**config.mk**
```make
export PLATFORM = sky130hd
export DESIGN_NAME = huffman_decoder
export DESIGN_NICKNAME = d
export VERILOG_FILES = /design/src/rtl/huffman_decoder.sv
export SDC_FILE = /design/constraint.sdc
export NUM_CORES = 1
export LEC_CHECK = 0
export BUFFER_PORTS_ARGS = -buffer_cell sky130_fd_sc_hd__buf_2
export CORE_MARGIN = 2
export CORE_UTILIZATION = 55
export DETAILED_ROUTE_END_ITERATION = 6
export HOLD_SLACK_MARGIN = 0.05
export PLACE_DENSITY = 0.68
export SYNTH_ARGS = -nofsm -noshare
export SYNTH_HDL_FRONTEND = slang
export SYNTH_SLANG_ARGS = --single-unit
```
**constraint.sdc**
```tcl
create_clock -name CLK -period 10.2 [get_ports CLK]
set_input_delay 1.02 -clock CLK [delete_from_list [all_inputs] [get_ports CLK]]
set_output_delay 1.02 -clock CLK [all_outputs]
set_load 0.005 [all_outputs]
```
**src/rtl/huffman_decoder.sv**
```systemverilog
// Bit-serial canonical Huffman decoder: rebuilds the canonical codebook from
// per-symbol code lengths, then decodes `length` bits into 4-bit symbols.
module huffman_decoder #(
  parameter int MAX_LEN = 15,
  parameter int LEN_W   = 11
) (
  input  logic             CLK,
  input  logic             nRST,
  input  logic             tbl_we,
  input  logic [3:0]       tbl_sym,
  input  logic [3:0]       tbl_len,
  input  logic             start,
  input  logic [LEN_W-1:0] length,
  input  logic             bit_in,
  input  logic             bit_valid,
  output logic             bit_ready,
  output logic [3:0]       sym_out,
  output logic             sym_valid,
  input  logic             sym_ready,
  output logic [LEN_W-1:0] sym_count,
  output logic             done,
  output logic             err,
  output logic [2:0]       dbg_state
);

  // Handshakes: a transfer happens on a rising edge where valid && ready are
  // both 1; the producer holds data and valid stable until that edge.

  localparam int CW = MAX_LEN + 1;
  localparam logic [4:0] MAX_LEN_5 = 5'(MAX_LEN);
  localparam logic [3:0] MAX_LEN_4 = 4'(MAX_LEN);

  typedef enum logic [2:0] {
    S_IDLE   = 3'd0,
    S_BUILD  = 3'd1,
    S_DECODE = 3'd2,
    S_EMIT   = 3'd3,
    S_FIN    = 3'd4
  } state_t;

  state_t           state_q;
  logic [3:0]       len_q    [16];
  logic [3:0]       sorted_q [16];
  logic [4:0]       cnt_q    [MAX_LEN+1];
  logic [3:0]       sort_n_q;
  logic [3:0]       bl_q;
  logic [3:0]       bs_q;
  logic [LEN_W-1:0] bits_left_q;
  logic [CW-1:0]    code_q;
  logic [CW-1:0]    first_q;
  logic [3:0]       index_q;
  logic [3:0]       cur_len_q;
  logic [3:0]       sym_out_q;
  logic [LEN_W-1:0] sym_count_q;
  logic             err_q;

  logic [CW-1:0]    code_d;
  logic [3:0]       cur_len_d;
  logic [4:0]       cnt_cur;
  logic [CW-1:0]    diff;
  logic             hit;
  logic [3:0]       sel;
  logic [LEN_W-1:0] bits_left_d;

  always_comb begin
    code_d      = code_q | CW'(bit_in);
    cur_len_d   = cur_len_q + 4'd1;
    cnt_cur     = cnt_q[cur_len_d];
    diff        = code_d - first_q;
    hit         = diff < CW'(cnt_cur);
    sel         = index_q + diff[3:0];
    bits_left_d = bits_left_q - LEN_W'(1);
  end

  always_ff @(posedge CLK) begin
    if (!nRST) begin
      state_q     <= S_IDLE;
      for (int i = 0; i < 16; i++) begin
        len_q[i]    <= '0;
        sorted_q[i] <= '0;
      end
      for (int i = 0; i <= MAX_LEN; i++) cnt_q[i] <= '0;
      sort_n_q    <= '0;
      bl_q        <= '0;
      bs_q        <= '0;
      bits_left_q <= '0;
      code_q      <= '0;
      first_q     <= '0;
      index_q     <= '0;
      cur_len_q   <= '0;
      sym_out_q   <= '0;
      sym_count_q <= '0;
      err_q       <= 1'b0;
    end else begin
      case (state_q)
        S_IDLE: begin
          if (tbl_we)
            len_q[tbl_sym] <= ({1'b0, tbl_len} > MAX_LEN_5) ? 4'd0 : tbl_len;
          if (start) begin
            bits_left_q <= length;
            sym_count_q <= '0;
            err_q       <= 1'b0;
            bl_q        <= 4'd1;
            bs_q        <= 4'd0;
            sort_n_q    <= 4'd0;
            for (int i = 0; i <= MAX_LEN; i++) cnt_q[i] <= '0;
            state_q     <= S_BUILD;
          end
        end
        S_BUILD: begin
          // One (length, symbol) pair per cycle yields canonical symbol order.
          if (len_q[bs_q] == bl_q) begin
            sorted_q[sort_n_q] <= bs_q;
            sort_n_q           <= sort_n_q + 4'd1;
            cnt_q[bl_q]        <= cnt_q[bl_q] + 5'd1;
          end
          bs_q <= bs_q + 4'd1;
          if (bs_q == 4'd15) begin
            if (bl_q == MAX_LEN_4) begin
              code_q    <= '0;
              first_q   <= '0;
              index_q   <= '0;
              cur_len_q <= '0;
              state_q   <= (bits_left_q == '0) ? S_FIN : S_DECODE;
            end else begin
              bl_q <= bl_q + 4'd1;
            end
          end
        end
        S_DECODE: begin
          if (bit_valid) begin
            bits_left_q <= bits_left_d;
            if (hit) begin
              sym_out_q <= sorted_q[sel];
              state_q   <= S_EMIT;
            end else begin
              index_q   <= index_q + cnt_cur[3:0];
              first_q   <= (first_q + CW'(cnt_cur)) << 1;
              code_q    <= code_d << 1;
              cur_len_q <= cur_len_d;
              if (cur_len_d == MAX_LEN_4 || bits_left_d == '0) begin
                err_q   <= 1'b1;
                state_q <= S_FIN;
              end
            end
          end
        end
        S_EMIT: begin
          if (sym_ready) begin
            sym_count_q <= sym_count_q + LEN_W'(1);
            code_q      <= '0;
            first_q     <= '0;
            index_q     <= '0;
            cur_len_q   <= '0;
            state_q     <= (bits_left_q == '0) ? S_FIN : S_DECODE;
          end
        end
        S_FIN:   state_q <= S_IDLE;
        default: state_q <= S_IDLE;
      endcase
    end
  end

  assign bit_ready = (state_q == S_DECODE);
  assign sym_valid = (state_q == S_EMIT);
  assign done      = (state_q == S_FIN);
  assign sym_out   = sym_out_q;
  assign sym_count = sym_count_q;
  assign err       = err_q;
  assign dbg_state = state_q;

endmodule

```
==> impl_metrics.ini <==
[global_routing]
grt_usage_pct = 25.15
grt_pass1_wl_um = 60050
grt_max_degree = 88
antenna_found_initial = 0
gr-total-overflow = 0
grt_pass1_vias = 10660

[layout]
n_fill_cell = 2323
diodes = 0
final_cell_mix = edfxtp_1, nor2_1, nand2_1
final_nets = 1472
area_growth_pct = 9.007
final_area_um2 = 17130
final_core_util_pct = 61.31
drive_gt1_share_pct = 13.06
mostFrequentLayoutCell = edfxtp_1

[sta]
finalSetupTns_ps = 0
fmax_mhz = 182.5
fin_ws_ps = 4722
fin_crit_sh_pct = 53.71
relSlewSlack_pct = 32.06
setup-violations-final = 0
rsz0062_at_grt = false
hold_viol = 0
maxSlewViolCount = 0
period_minus_slack_ps = 5478
fin_worst_skew_ps = 15.35
worst_slew_pin_slew_ps = 1018

[clocking]
path_clk_slew_ps = 60
cts_made_buffers = 31
htree_levels = 1
cts.hold.buffers_added = 0
cts_tree = built
cts_setup_buffers = 0
ctsLongestPathBuffers = 3
cts.repair.resized = 0
clock-sinks = 296
clkLatencyLatePin_ps = 560
cts_root_buf = clkbuf_16

[floorplanning]
initial_utilization_pct = 56.24
ios = 48
dieArea_um2 = 29930
core_area_um2 = 27930
num_rows = 61
die_w_um = 173.0
die_h_um = 173.0

[logic_synthesis]
synth-edff-count = 208
syn_avg_cell_area_um2 = 11.25
yosysUniqueCellTypes = 64
ys_warn_count = 0
syn_nets = 1470
ys_seq_area_share_pct = 50.97
synth-main-ff-cell = edfxtp_1
syn-cell-area_um2 = 15710
synthCells = 1397
ys_seq_elements = 296
synthArstFlopShare_pct = 0

[placed_design]
dp_hpwl_um = 26840
io_buffers = 47
gp_congestion = 0.9341
dpl-instance-area_um2 = 16110
place_ws_ps = 4727

[critical_path]
start_kind = register
slowest_stage = ha_1
path_cells = buf_4 > inv_1 > ha_1 > mux4_2 > mux4_2 > inv_1 > ha_1 > o21ai_0 > a21oi_1 > nand4_1 > nand4_1 > or4_1 > nand2_1 > a221oi_1
end_kind = register
critPathTopFamily = simple AND/OR/NAND/NOR gates
path_buf_inv = 3
reg2regPathDepth = 14
worstPathArrival_ps = 5870
slowest_delay_ps = 870
cp_max_fo = 24
crit_type = register to register
cp.depth = 14
crit_required_ps = 10590

[drt]
first_iter_violations = 1205
dr_total_vias = 10990
detail_route.first_pass.iterations = 5
drcViolationCount = 0
detail-route-antenna-nets = 0
viasPerCell = 6.099
post_drt_wl_per_cell_um = 20.82
drt_wl_total_um = 37520

[worst_hold_path]
hold_path_depth = 2
min_path_type = register to register

[job]
maxCapViolations = 0

[run_status]
status = completed

[power_and_ir_drop]
p_per_area_nw_per_um2 = 208.1
peakVddDrop_mv = 0.1311
power_w = 0.003564
leakage_nw = 6.109
## cell usage after synthesis, drive strengths merged, types with 2 or more instances
cell type | instances | share of area, %
a32oi | 2 | 0.11
a21boi | 7 | 0.36
o21ai | 61 | 1.9
nand3 | 59 | 1.9
nand2b | 17 | 0.68
mux4 | 86 | 12
buf | 32 | 1.0
a211oi | 2 | 0.096
dfxtp | 88 | 11
o2111ai | 2 | 0.11
and2 | 74 | 2.9
fa | 4 | 0.51
o32ai | 15 | 0.84
o211a | 3 | 0.19
or3 | 9 | 0.36
xor2 | 22 | 1.2
a41oi | 2 | 0.11
nor3b | 5 | 0.24
clkbuf | 52 | 1.2
nor3 | 21 | 0.70
ha | 43 | 3.4
nor2 | 199 | 4.8
nand4 | 14 | 0.56
o221ai | 6 | 0.33
nand4b | 2 | 0.11
a21oi | 43 | 1.4
inv | 43 | 1.0
o211ai | 9 | 0.43
a21o | 8 | 0.38
o31ai | 4 | 0.19
nand2 | 138 | 3.3
or4 | 2 | 0.096
and3 | 4 | 0.16
nand3b | 8 | 0.38
o221a | 3 | 0.22
a31oi | 3 | 0.12
edfxtp | 208 | 40
a211o | 2 | 0.11
mux2i | 29 | 1.8
o22ai | 11 | 0.44
nor4b | 2 | 0.11
xnor2 | 23 | 1.3
nor2b | 13 | 0.52
## metrics by stage
stage,cells,hold WS (ps)
floorplan,1397,442.1
detailed placement,1744,468.8
global route,1802,507.6
finish,1802,476.3
CTS,1802,484.8
global placement,1744,457.9
## state kept, by name, indices dropped and copies added (netlist names), 11 cells and up, named ones only
register and count:
bits_left_q 11, cnt_q 80, code_q 15, first_q 15, len_q 64, sorted_q 64
sym_count 11
## path summary, 6_finish.rpt
kind,start,endpoint,slack [ps]
setup / recovery,cur_len_q[0],dbg_state[2],4720
hold / removal,sym_out[0],sym_out[0],480
setup reg to reg,cur_len_q[0],dbg_state[2],4720
hold reg to reg,sym_out[0],sym_out[0],480
## routing by layer
| layer | up-vias | global-route usage, % | share of wire (%) |
|---|---|---|---|
| li1 | 5120 | - | - |
| met1 | 5356 | 36.42 | 43 |
| met2 | 454 | 39.82 | 47 |
| met3 | 60 | 4.178 | 7.7 |
| met4 | 0 | 6.497 | 2.5 |
| met5 | - | 0 | 0 |
## power by group
group / switching (W) / leakage (nW) / internal [W]
Clock: 0.000451 / 0.491 / 0.000683
Sequential: 0.000107 / 2.90 / 0.00141
Combinational: 0.000545 / 2.72 / 0.000369
Total: 0.00110 / 6.11 / 0.00246
## kinds of logic (layout without fill, tap and decap cells)
kind of cell | count (synthesis) | after routing | share of synthesized area, %
fa+ha+maj | 47 | 47 | 3.934
buf+inv | 127 | 154 | 3.313
xor+xnor | 45 | 45 | 2.509
mux | 116 | 116 | 14.25
compound gates | 196 | 196 | 8.107
flops | 296 | 296 | 50.97
simple gates | 570 | 570 | 16.92
## final cells by class
cell class | instances | area [um^2] | share of cell area (%)
flip-flops and latches | 296 | 8008 | 46.76
multi-input cells | 974 | 7183 | 41.94
clock buffers | 48 | 869.6 | 5.077
well taps | 378 | 473.0 | 2.762
repair buffers | 53 | 282.8 | 1.651
inverters | 43 | 161.4 | 0.9424
clock inverters | 10 | 148.9 | 0.8694
## worst min-delay path: stages (launching register included)
cell and delay, ps:
dfxtp_1 320, nand2_1 60, mux2i_1 60
Power figures use the tool's default switching activity.
